**src/rtl/serial_add_ctrl_pkg.sv**
```systemverilog
// Shared types and constants for the digit-serial adder/subtractor.
package serial_add_ctrl_pkg;
  localparam int DIGIT_W = 4;
  typedef enum logic [1:0] {IDLE, RUN, DONE} state_t;
endpackage

```
**src/rtl/serial_add_ctrl_if.sv**
```systemverilog
// Operand/result bundle between a requester and serial_add_ctrl.
interface serial_add_ctrl_if #(parameter int NIBBLES = 4);
  localparam int W = 4 * NIBBLES;
  logic         start;
  logic         op;
  logic [W-1:0] a;
  logic [W-1:0] b;
  logic         cin;
  logic         ready;
  logic         busy;
  logic         done;
  logic [W-1:0] sum;
  logic         cout;
  logic         ovf;

  modport master (output start, op, a, b, cin,
                  input  ready, busy, done, sum, cout, ovf);
  modport slave  (input  start, op, a, b, cin,
                  output ready, busy, done, sum, cout, ovf);
endinterface

```
**src/rtl/adder4bit.sv**
```systemverilog
// 4-bit ripple-carry adder built from per-bit full adders.
module adder4bit (
  input  logic [3:0] a,
  input  logic [3:0] b,
  input  logic       ci,
  output logic [3:0] s,
  output logic       co
);
  logic [4:0] c;
  assign c[0] = ci;
  for (genvar i = 0; i < 4; i++) begin : g_fa
    assign s[i]   = a[i] ^ b[i] ^ c[i];
    assign c[i+1] = (a[i] & b[i]) | (c[i] & (a[i] ^ b[i]));
  end
  assign co = c[4];
endmodule

```
**src/rtl/serial_add_ctrl.sv**
```systemverilog
// Digit-serial add/subtract: one 4-bit digit per RUN cycle, LSB first,
// through a single shared adder4bit.
module serial_add_ctrl
  import serial_add_ctrl_pkg::*;
#(
  parameter int NIBBLES = 4
) (
  input logic              clk,
  input logic              reset,
  serial_add_ctrl_if.slave bus
);
  localparam int W  = DIGIT_W * NIBBLES;
  localparam int IW = (NIBBLES > 1) ? $clog2(NIBBLES) : 1;

  state_t               state, nxt;
  logic [W-1:0]         a_q, b_q, sum_q;
  logic                 carry_q, cout_q, ovf_q;
  logic [IW-1:0]        idx;
  logic [DIGIT_W-1:0]   da, db, ds;
  logic                 dco, last;

  assign last = (idx == IW'(NIBBLES - 1));
  assign da   = a_q[int'(idx)*DIGIT_W +: DIGIT_W];
  assign db   = b_q[int'(idx)*DIGIT_W +: DIGIT_W];

  adder4bit u_add (.a(da), .b(db), .ci(carry_q), .s(ds), .co(dco));

  always_ff @(posedge clk) begin
    if (reset) state <= IDLE;
    else       state <= nxt;
  end

  always_comb begin
    nxt = state;
    case (state)
      IDLE:    if (bus.start) nxt = RUN;
      RUN:     if (last)      nxt = DONE;
      DONE:                   nxt = IDLE;
      default:                nxt = IDLE;
    endcase
  end

  // b_q holds the effective B so RUN cycles never need to know the op.
  always_ff @(posedge clk) begin
    if (reset) begin
      a_q     <= '0;
      b_q     <= '0;
      sum_q   <= '0;
      carry_q <= 1'b0;
      cout_q  <= 1'b0;
      ovf_q   <= 1'b0;
      idx     <= '0;
    end else begin
      case (state)
        IDLE: if (bus.start) begin
          a_q     <= bus.a;
          b_q     <= bus.op ? ~bus.b : bus.b;
          carry_q <= bus.op ? 1'b1 : bus.cin;
          sum_q   <= '0;
          idx     <= '0;
        end
        RUN: begin
          sum_q[int'(idx)*DIGIT_W +: DIGIT_W] <= ds;
          carry_q <= dco;
          if (last) begin
            idx    <= '0;
            cout_q <= dco;
            ovf_q  <= (a_q[W-1] == b_q[W-1]) && (ds[DIGIT_W-1] != a_q[W-1]);
          end else begin
            idx <= idx + 1'b1;
          end
        end
        default: ;
      endcase
    end
  end

  assign bus.ready = (state == IDLE);
  assign bus.busy  = (state == RUN);
  assign bus.done  = (state == DONE);
  assign bus.sum   = sum_q;
  assign bus.cout  = cout_q;
  assign bus.ovf   = ovf_q;
endmodule

```
**src/flat_wrapper.sv**
```systemverilog
// flat-port wrapper written by rule: the top's interface ports become plain ports
module serial_add_ctrl_flat import serial_add_ctrl_pkg::*;
#(
  parameter int NIBBLES = 4
)
  (clk, reset, bus_start, bus_op, bus_a, bus_b, bus_cin, bus_ready, bus_busy, bus_done, bus_sum, bus_cout, bus_ovf);
  serial_add_ctrl_if #(.NIBBLES(NIBBLES)) bus_i ();
  input logic clk;
  input logic reset;
  input wire logic [$bits(bus_i.start)-1:0] bus_start;
  input wire logic [$bits(bus_i.op)-1:0] bus_op;
  input wire logic [$bits(bus_i.a)-1:0] bus_a;
  input wire logic [$bits(bus_i.b)-1:0] bus_b;
  input wire logic [$bits(bus_i.cin)-1:0] bus_cin;
  output wire logic [$bits(bus_i.ready)-1:0] bus_ready;
  output wire logic [$bits(bus_i.busy)-1:0] bus_busy;
  output wire logic [$bits(bus_i.done)-1:0] bus_done;
  output wire logic [$bits(bus_i.sum)-1:0] bus_sum;
  output wire logic [$bits(bus_i.cout)-1:0] bus_cout;
  output wire logic [$bits(bus_i.ovf)-1:0] bus_ovf;
  assign bus_i.start = bus_start;
  assign bus_i.op = bus_op;
  assign bus_i.a = bus_a;
  assign bus_i.b = bus_b;
  assign bus_i.cin = bus_cin;
  assign bus_ready = bus_i.ready;
  assign bus_busy = bus_i.busy;
  assign bus_done = bus_i.done;
  assign bus_sum = bus_i.sum;
  assign bus_cout = bus_i.cout;
  assign bus_ovf = bus_i.ovf;
  serial_add_ctrl #(.NIBBLES(NIBBLES)) u_core (.clk(clk), .reset(reset), .bus(bus_i));
endmodule
```
**config.mk**
```make
export PLATFORM = sky130hd
export DESIGN_NAME = serial_add_ctrl_flat
export DESIGN_NICKNAME = d
export VERILOG_FILES = /design/src/rtl/serial_add_ctrl_pkg.sv /design/src/rtl/serial_add_ctrl_if.sv /design/src/rtl/adder4bit.sv /design/src/rtl/serial_add_ctrl.sv /design/src/flat_wrapper.sv
export SDC_FILE = /design/constraint.sdc
export NUM_CORES = 1
export LEC_CHECK = 0
export ABC_AREA = 1
export CORE_AREA = 4 4 97 99
export DETAILED_ROUTE_END_ITERATION = 12
export DIE_AREA = 0 0 101 103
export PLACE_DENSITY_LB_ADDON = 0.1
export SLEW_MARGIN = 20
export SYNTH_ARGS = -nofsm -noshare
export SYNTH_HDL_FRONTEND = slang
export SYNTH_SLANG_ARGS = --single-unit
```
**constraint.sdc**
```tcl
create_clock -name clk -period 4.05 [get_ports clk]
set_input_delay 0.6075 -clock clk [delete_from_list [all_inputs] [get_ports clk]]
set_output_delay 0.6075 -clock clk [all_outputs]
set_load 0.01 [all_outputs]
```
==> results of run 1 <==
layout make-up:
cell class,instances,share of cell area
Tap cell,108,0.0392
Sequential cell,55,0.319
Timing Repair Buffer,61,0.174
Inverter,28,0.0327
Clock buffer,8,0.0290
Multi-Input combinational cell,283,0.406
power by group through the flow:
| stage | registers, mW | clock network, mW | logic, mW |
|---|---|---|---|
| finish | 0.602 | 0.329 | 0.253 |
| global route | 0.608 | 0.369 | 0.291 |
| CTS | 0.602 | 0.339 | 0.258 |
| detailed placement | 0.615 | 0 | 0.257 |
| global placement | 0.615 | 0 | 0.256 |
| floorplan | 0.604 | 0 | 0.183 |
per-layer routing:
layer	track usage	vias up	wire length (µm)
li1	-	1313	-
met1	0.176	1073	3240
met2	0.217	55	2980
met3	0.0217	6	304
met4	0.0440	0	89
met5	0	-	0
synth_stat cells (all sizes together):
library cell	number	area, µm²
nor2	96	377
nand2	68	258
dfxtp	55	1100
o21ai	34	170
nand3	26	135
inv	25	101
a21oi	24	120
xnor2	16	140
buf	12	109
clkbuf	9	38.8
fa	4	80.1
ha	4	50.1
o22ai	4	25.0
clkinv	3	11.3
nand3b	3	22.5
nor3	3	15.0
nand4	1	6.26
worst max path at each step:
stage / from / to / slack (ps) / cells past startpoint
after floorplan: u_core.idx[0]$_SDFFE_PP0P_ / u_core.bus.sum[7]$_SDFFE_PP0P_ / 1170 / 16
after global placement: u_core.idx[0]$_SDFFE_PP0P_ / u_core.bus.sum[7]$_SDFFE_PP0P_ / 860 / 15
after detailed placement: u_core.idx[0]$_SDFFE_PP0P_ / u_core.bus.sum[15]$_SDFFE_PP0P_ / 790 / 15
after CTS: u_core.idx[0]$_SDFFE_PP0P_ / u_core.bus.sum[15]$_SDFFE_PP0P_ / 750 / 15
after global routing: u_core.idx[0]$_SDFFE_PP0P_ / u_core.bus.sum[11]$_SDFFE_PP0P_ / 330 / 13
final: u_core.idx[0]$_SDFFE_PP0P_ / u_core.bus.sum[11]$_SDFFE_PP0P_ / 770 / 15
through the flow:
stage	std cells	cell area [µm²]	hold WS, ps	power, mW	utilization
2_1_floorplan	387	2760	425	0.787	-
3_3_place_gp	535	3350	467	0.871	0.392
3_5_place_dp	535	3350	468	0.872	0.392
4_1_cts	543	3450	484	1.20	0.403
5_1_grt	543	3450	520	1.27	0.403
6_report	543	3450	480	1.18	0.403
cell families (layout without fill, tap and decap cells):
| family | after synthesis | count (layout) | share of synthesized area |
|---|---|---|---|
| AOI/OAI and AO/OA | 62 | 62 | 0.114 |
| DFF | 55 | 55 | 0.399 |
| and+or+nand+nor | 197 | 197 | 0.295 |
| adders and majority gates | 8 | 8 | 0.0471 |
| xor gates and xnor gates | 16 | 16 | 0.0508 |
| buffers and inverters | 49 | 97 | 0.0943 |
worst reg2reg max path, stage by stage, from the launching register on:
cell and delay [ps]:
dfxtp_1 650, clkinv_1 350, nor2_1 160, nor2_1 60
a21oi_1 170, fa_1 190, inv_1 50, fa_1 360
inv_1 80, fa_1 150, inv_1 50, fa_1 580
nand2_1 80, nor2_1 100, nand2_1 50, a21oi_1 130
state kept, by name, indices dropped and copies added, names as in the netlist:
signal           count
u_core.a_q          16
u_core.b_q          16
u_core.bus.cout      1
u_core.bus.ovf       1
u_core.bus.sum      16
u_core.carry_q       1
u_core.idx           2
u_core.state         2
==> impl_metrics.toml, run 1 <==
[status]
status = "finished, final reports clean"

[power]
seqPwrFrac = 0.509
p_int_uw = 848
p_leak_nw = 1.40
cellPowerDensity_nw_per_um2 = 343
switching_power_uw = 336
clkPwrFrac = 0.277
peakVddDrop_mv = 0.140
combPwrFrac = 0.214
swShare = 0.284

[floorplan]
ios = 58
dieArea_um2 = 10400
core_area_um2 = 8550
die_w_um = 101
start_util = 0.323
die_y_um = 103
rows = 34

[worst_hold_path]
whs_path_depth = 2
min_to = "u_core.bus.cout$_SDFFE_PP0P_"
hold_class = "reg2reg"
min_from = "u_core.bus.cout$_SDFFE_PP0P_"

[grt]
antenna_found_initial = 0
grt_pass1_wl_um = 10900
first_global_vias = 2290
track_usage = 0.132
grt_max_degree = 46
grt_remaining_overflow = 0

[cts]
clk_latency_ps = 300
root_buffer = "clkbuf_8"
clk_pin_slew_ps = 90
cts_buffers = 5
cts_setup_buffers = 0
clock_path_buffers = 2
postCtsResizedCells = 0
cts_sinks = 55
cts_max_level = 2
cts_tree = "done"
cts_hold_buf = 0

[routing]
drc = 0
routed_via_density = 4.51
route.vias.total = 2447
first_pass_iters = 4
wl_per_cell_um = 12.2
drt_iter0_markers = 121
antenna_left = 0
wirelength_um = 6610

[placement]
io_buffers = 57
post-place-ws_ps = 790
dp_hpwl_um = 4870
gp_congestion = 0.836

[worst_setup_path]
crit_fanout = 16
rr_endpoint = "u_core.bus.sum[11]$_SDFFE_PP0P_"
cp_num_buf_inv = 4
path_cells = "clkinv_1 > nor2_1 > nor2_1 > a21oi_1 > fa_1 > inv_1 > fa_1 > inv_1 > fa_1 > inv_1 > fa_1 > nand2_1 > nor2_1 > nand2_1 > a21oi_1"
cpLargestDelayFamily = "adder cells"
r2r_start = "u_core.idx[0]$_SDFFE_PP0P_"
critPathArrivalTime_ps = 3510
cp-end-kind = "flip-flop"
path_class = "reg2reg"
slowest_delay_ps = 650
r2r_cells = 15
cpMaxStageDelayCell = "dfxtp_1"
critPathRequiredTime_ps = 4290
cp-start-kind = "flip-flop"
path_common_cell = "fa_1"
reg2reg_slack_ps = 770

[cells_and_area]
n_fill_cell = 940
final_layout_size_suffix_gt1_frac = 0.0368
regArea_um2 = 1100
nets = 479
mostFrequentLayoutCells = "95 x nor2_1, 67 x nand2_1, 57 x clkdlybuf4s50_1, 55 x dfxtp_1, 30 x o21ai_0"
final_common_cell = "nor2_1"
multi_input_comb_area_um2 = 1400
diodes = 0
syn_to_final_growth_pct = 24.9

[synthesis]
synth_cells = 387
ys_types = 27
syn_nets = 432
yosysSeqAreaShare = 0.399
netlist_area_um2 = 2760
ys_seq_elements = 55
syn_area_per_cell_um2 = 7.13
yosysWarnings = 0

[timing]
relSlewSlack = 0.429
finalSetupViolations = 0
fin_crit_sh = 0.809
rsz0062_at_grt = "no"
setup_ws_ps = 774
period_needed_ps = 3280
worst_slew_pin_slew_ps = 854
drv_slew = 0
hold_viol_final = 0
max_freq_ghz = 0.305
finalSetupTns_ps = 0
clock_skew_ps = 4.69

[flow_run]
drv_cap = 0
Power figures use the tool's default switching activity.
==> run 2: changes to the inputs <==
Clock period 4.05 ns to 3.28 ns, I/O delays scaled along.
==> run 2 against run 1 <==
Fmax is 16% higher. Total power rose by 20%. Combinational power is 25% higher. Largest cell class unchanged. Non-clock buffer count grew 3. Flip-flop and latch count did not move. Final area up 0.29%.
==> impl_metrics.toml, run 2 (synthesized netlist as in run 1, its figures left out) <==
[grt]
antenna_found_initial = 0
track_usage = 0.132
grt_max_degree = 46
grt_remaining_overflow = 0
first_global_vias = 2356
grt_pass1_wl_um = 10900

[floorplan]
rows = 34
ios = 58
die_w_um = 101
start_util = 0.323
die_y_um = 103
dieArea_um2 = 10400
core_area_um2 = 8550

[timing]
finalSetupTns_ps = 0
relSlewSlack = 0.410
rsz0062_at_grt = "no"
max_freq_ghz = 0.354
period_needed_ps = 2830
drv_slew = 0
hold_slack_ps = 482
worst_slew_pin_slew_ps = 882
fin_crit_sh = 0.862
clock_skew_ps = 4.56
hold_viol_final = 0
finalSetupViolations = 0

[worst_setup_path]
reg2reg_slack_ps = 450
r2r_cells = 15
critPathRequiredTime_ps = 3530
critPathArrivalTime_ps = 3080
cp-end-kind = "flip-flop"
r2r_start = "u_core.idx[0]$_SDFFE_PP0P_"
cp-start-kind = "flip-flop"
path_class = "reg2reg"
crit_fanout = 10
rr_endpoint = "u_core.bus.sum[7]$_SDFFE_PP0P_"

[cts]
cts_hold_buf = 0
cts_buffers = 5
clk_pin_slew_ps = 90
cts_setup_buffers = 0
clk_latency_ps = 300
root_buffer = "clkbuf_8"
cts_tree = "done"
cts_max_level = 2
postCtsResizedCells = 0
cts_sinks = 55
clock_path_buffers = 2

[routing]
top_layer = "met4"
wl_met1_um = 3170
route.vias.total = 2452
drc = 0
first_pass_iters = 4
routed_via_density = 4.50
drt_iter0_markers = 79
wirelength_um = 6480
wl_per_cell_um = 11.9
antenna_left = 0
wl_met3_um = 321
dr_wl_met2_um = 2870

[worst_hold_path]
hold_class = "reg2reg"
min_from = "u_core.bus.cout$_SDFFE_PP0P_"
whs_path_depth = 2
min_to = "u_core.bus.cout$_SDFFE_PP0P_"

[cells_and_area]
utilization = 0.404
diodes = 0
final_layout_size_suffix_gt1_frac = 0.0435
syn_to_final_growth_pct = 25.3
nets = 482
mostFrequentLayoutCells = "95 x nor2_1, 67 x nand2_1, 57 x clkdlybuf4s50_1, 55 x dfxtp_1, 30 x o21ai_0"
final_common_cell = "nor2_1"

[placement]
dp_hpwl_um = 4980
gp_congestion = 0.823
io_buffers = 57

[flow_run]
drv_cap = 0

[status]
status = "finished, final reports clean"

[power]
cellPowerDensity_nw_per_um2 = 412
peakVddDrop_mv = 0.179
p_leak_nw = 1.41
-- run 2: per-stage QoR --
stage | total power, mW | setup WS, ps | std cells | cell area, µm²
after floorplan | 0.972 | 398 | 387 | 2760
after global placement | 1.08 | 512 | 538 | 3370
after detailed placement | 1.08 | 460 | 538 | 3370
after CTS | 1.45 | 434 | 545 | 3460
after global routing | 1.53 | 128 | 545 | 3460
final | 1.43 | 452 | 545 | 3460
-- run 2: critical path: stages (launching register included) --
cell	delay (ps)
dfxtp_1	370
clkinv_1	230
nor2_1	150
nor2_1	50
a21oi_1	170
fa_1	190
inv_1	50
fa_1	360
inv_1	80
fa_1	150
inv_1	50
fa_1	560
nand3_1	130
nor2_1	120
nor2_1	50
nor2_1	70
-- run 2: how the worst max path moves through the flow --
stage / from / to / slack (ps) / cells after the start
detailed placement: u_core.idx[0]$_SDFFE_PP0P_ / u_core.bus.sum[7]$_SDFFE_PP0P_ / 460 / 15
global placement: u_core.idx[0]$_SDFFE_PP0P_ / u_core.bus.sum[7]$_SDFFE_PP0P_ / 510 / 15
finish: u_core.idx[0]$_SDFFE_PP0P_ / u_core.bus.sum[7]$_SDFFE_PP0P_ / 450 / 15
global route: u_core.idx[0]$_SDFFE_PP0P_ / u_core.bus.sum[15]$_SDFFE_PP0P_ / 130 / 15
floorplan: u_core.idx[0]$_SDFFE_PP0P_ / u_core.bus.sum[7]$_SDFFE_PP0P_ / 400 / 16
CTS: u_core.idx[0]$_SDFFE_PP0P_ / u_core.bus.sum[7]$_SDFFE_PP0P_ / 430 / 15
-- run 2: layout make-up --
type / count / area [µm²]
Fill cell: 934 / 5090
Multi-Input combinational cell: 283 / 1400
Sequential cell: 55 / 1100
Timing Repair Buffer: 64 / 623
Tap cell: 108 / 135
Inverter: 28 / 113
Clock buffer: 6 / 82.6
Clock inverter: 1 / 5.00
-- run 2: power breakdown --
group	total, mW	internal, mW	switching [mW]	leakage, nW
sequential	0.739	0.711	0.0275	0.452
combinational	0.317	0.145	0.172	0.907
clock	0.371	0.166	0.205	0.0470
total	1.43	1.02	0.404	1.41
-- run 2: layer usage --
layer,global-route usage,up-vias
met5,0,-
met4,0.0481,0
met3,0.0271,10
met2,0.214,46
met1,0.174,1067
li1,-,1329
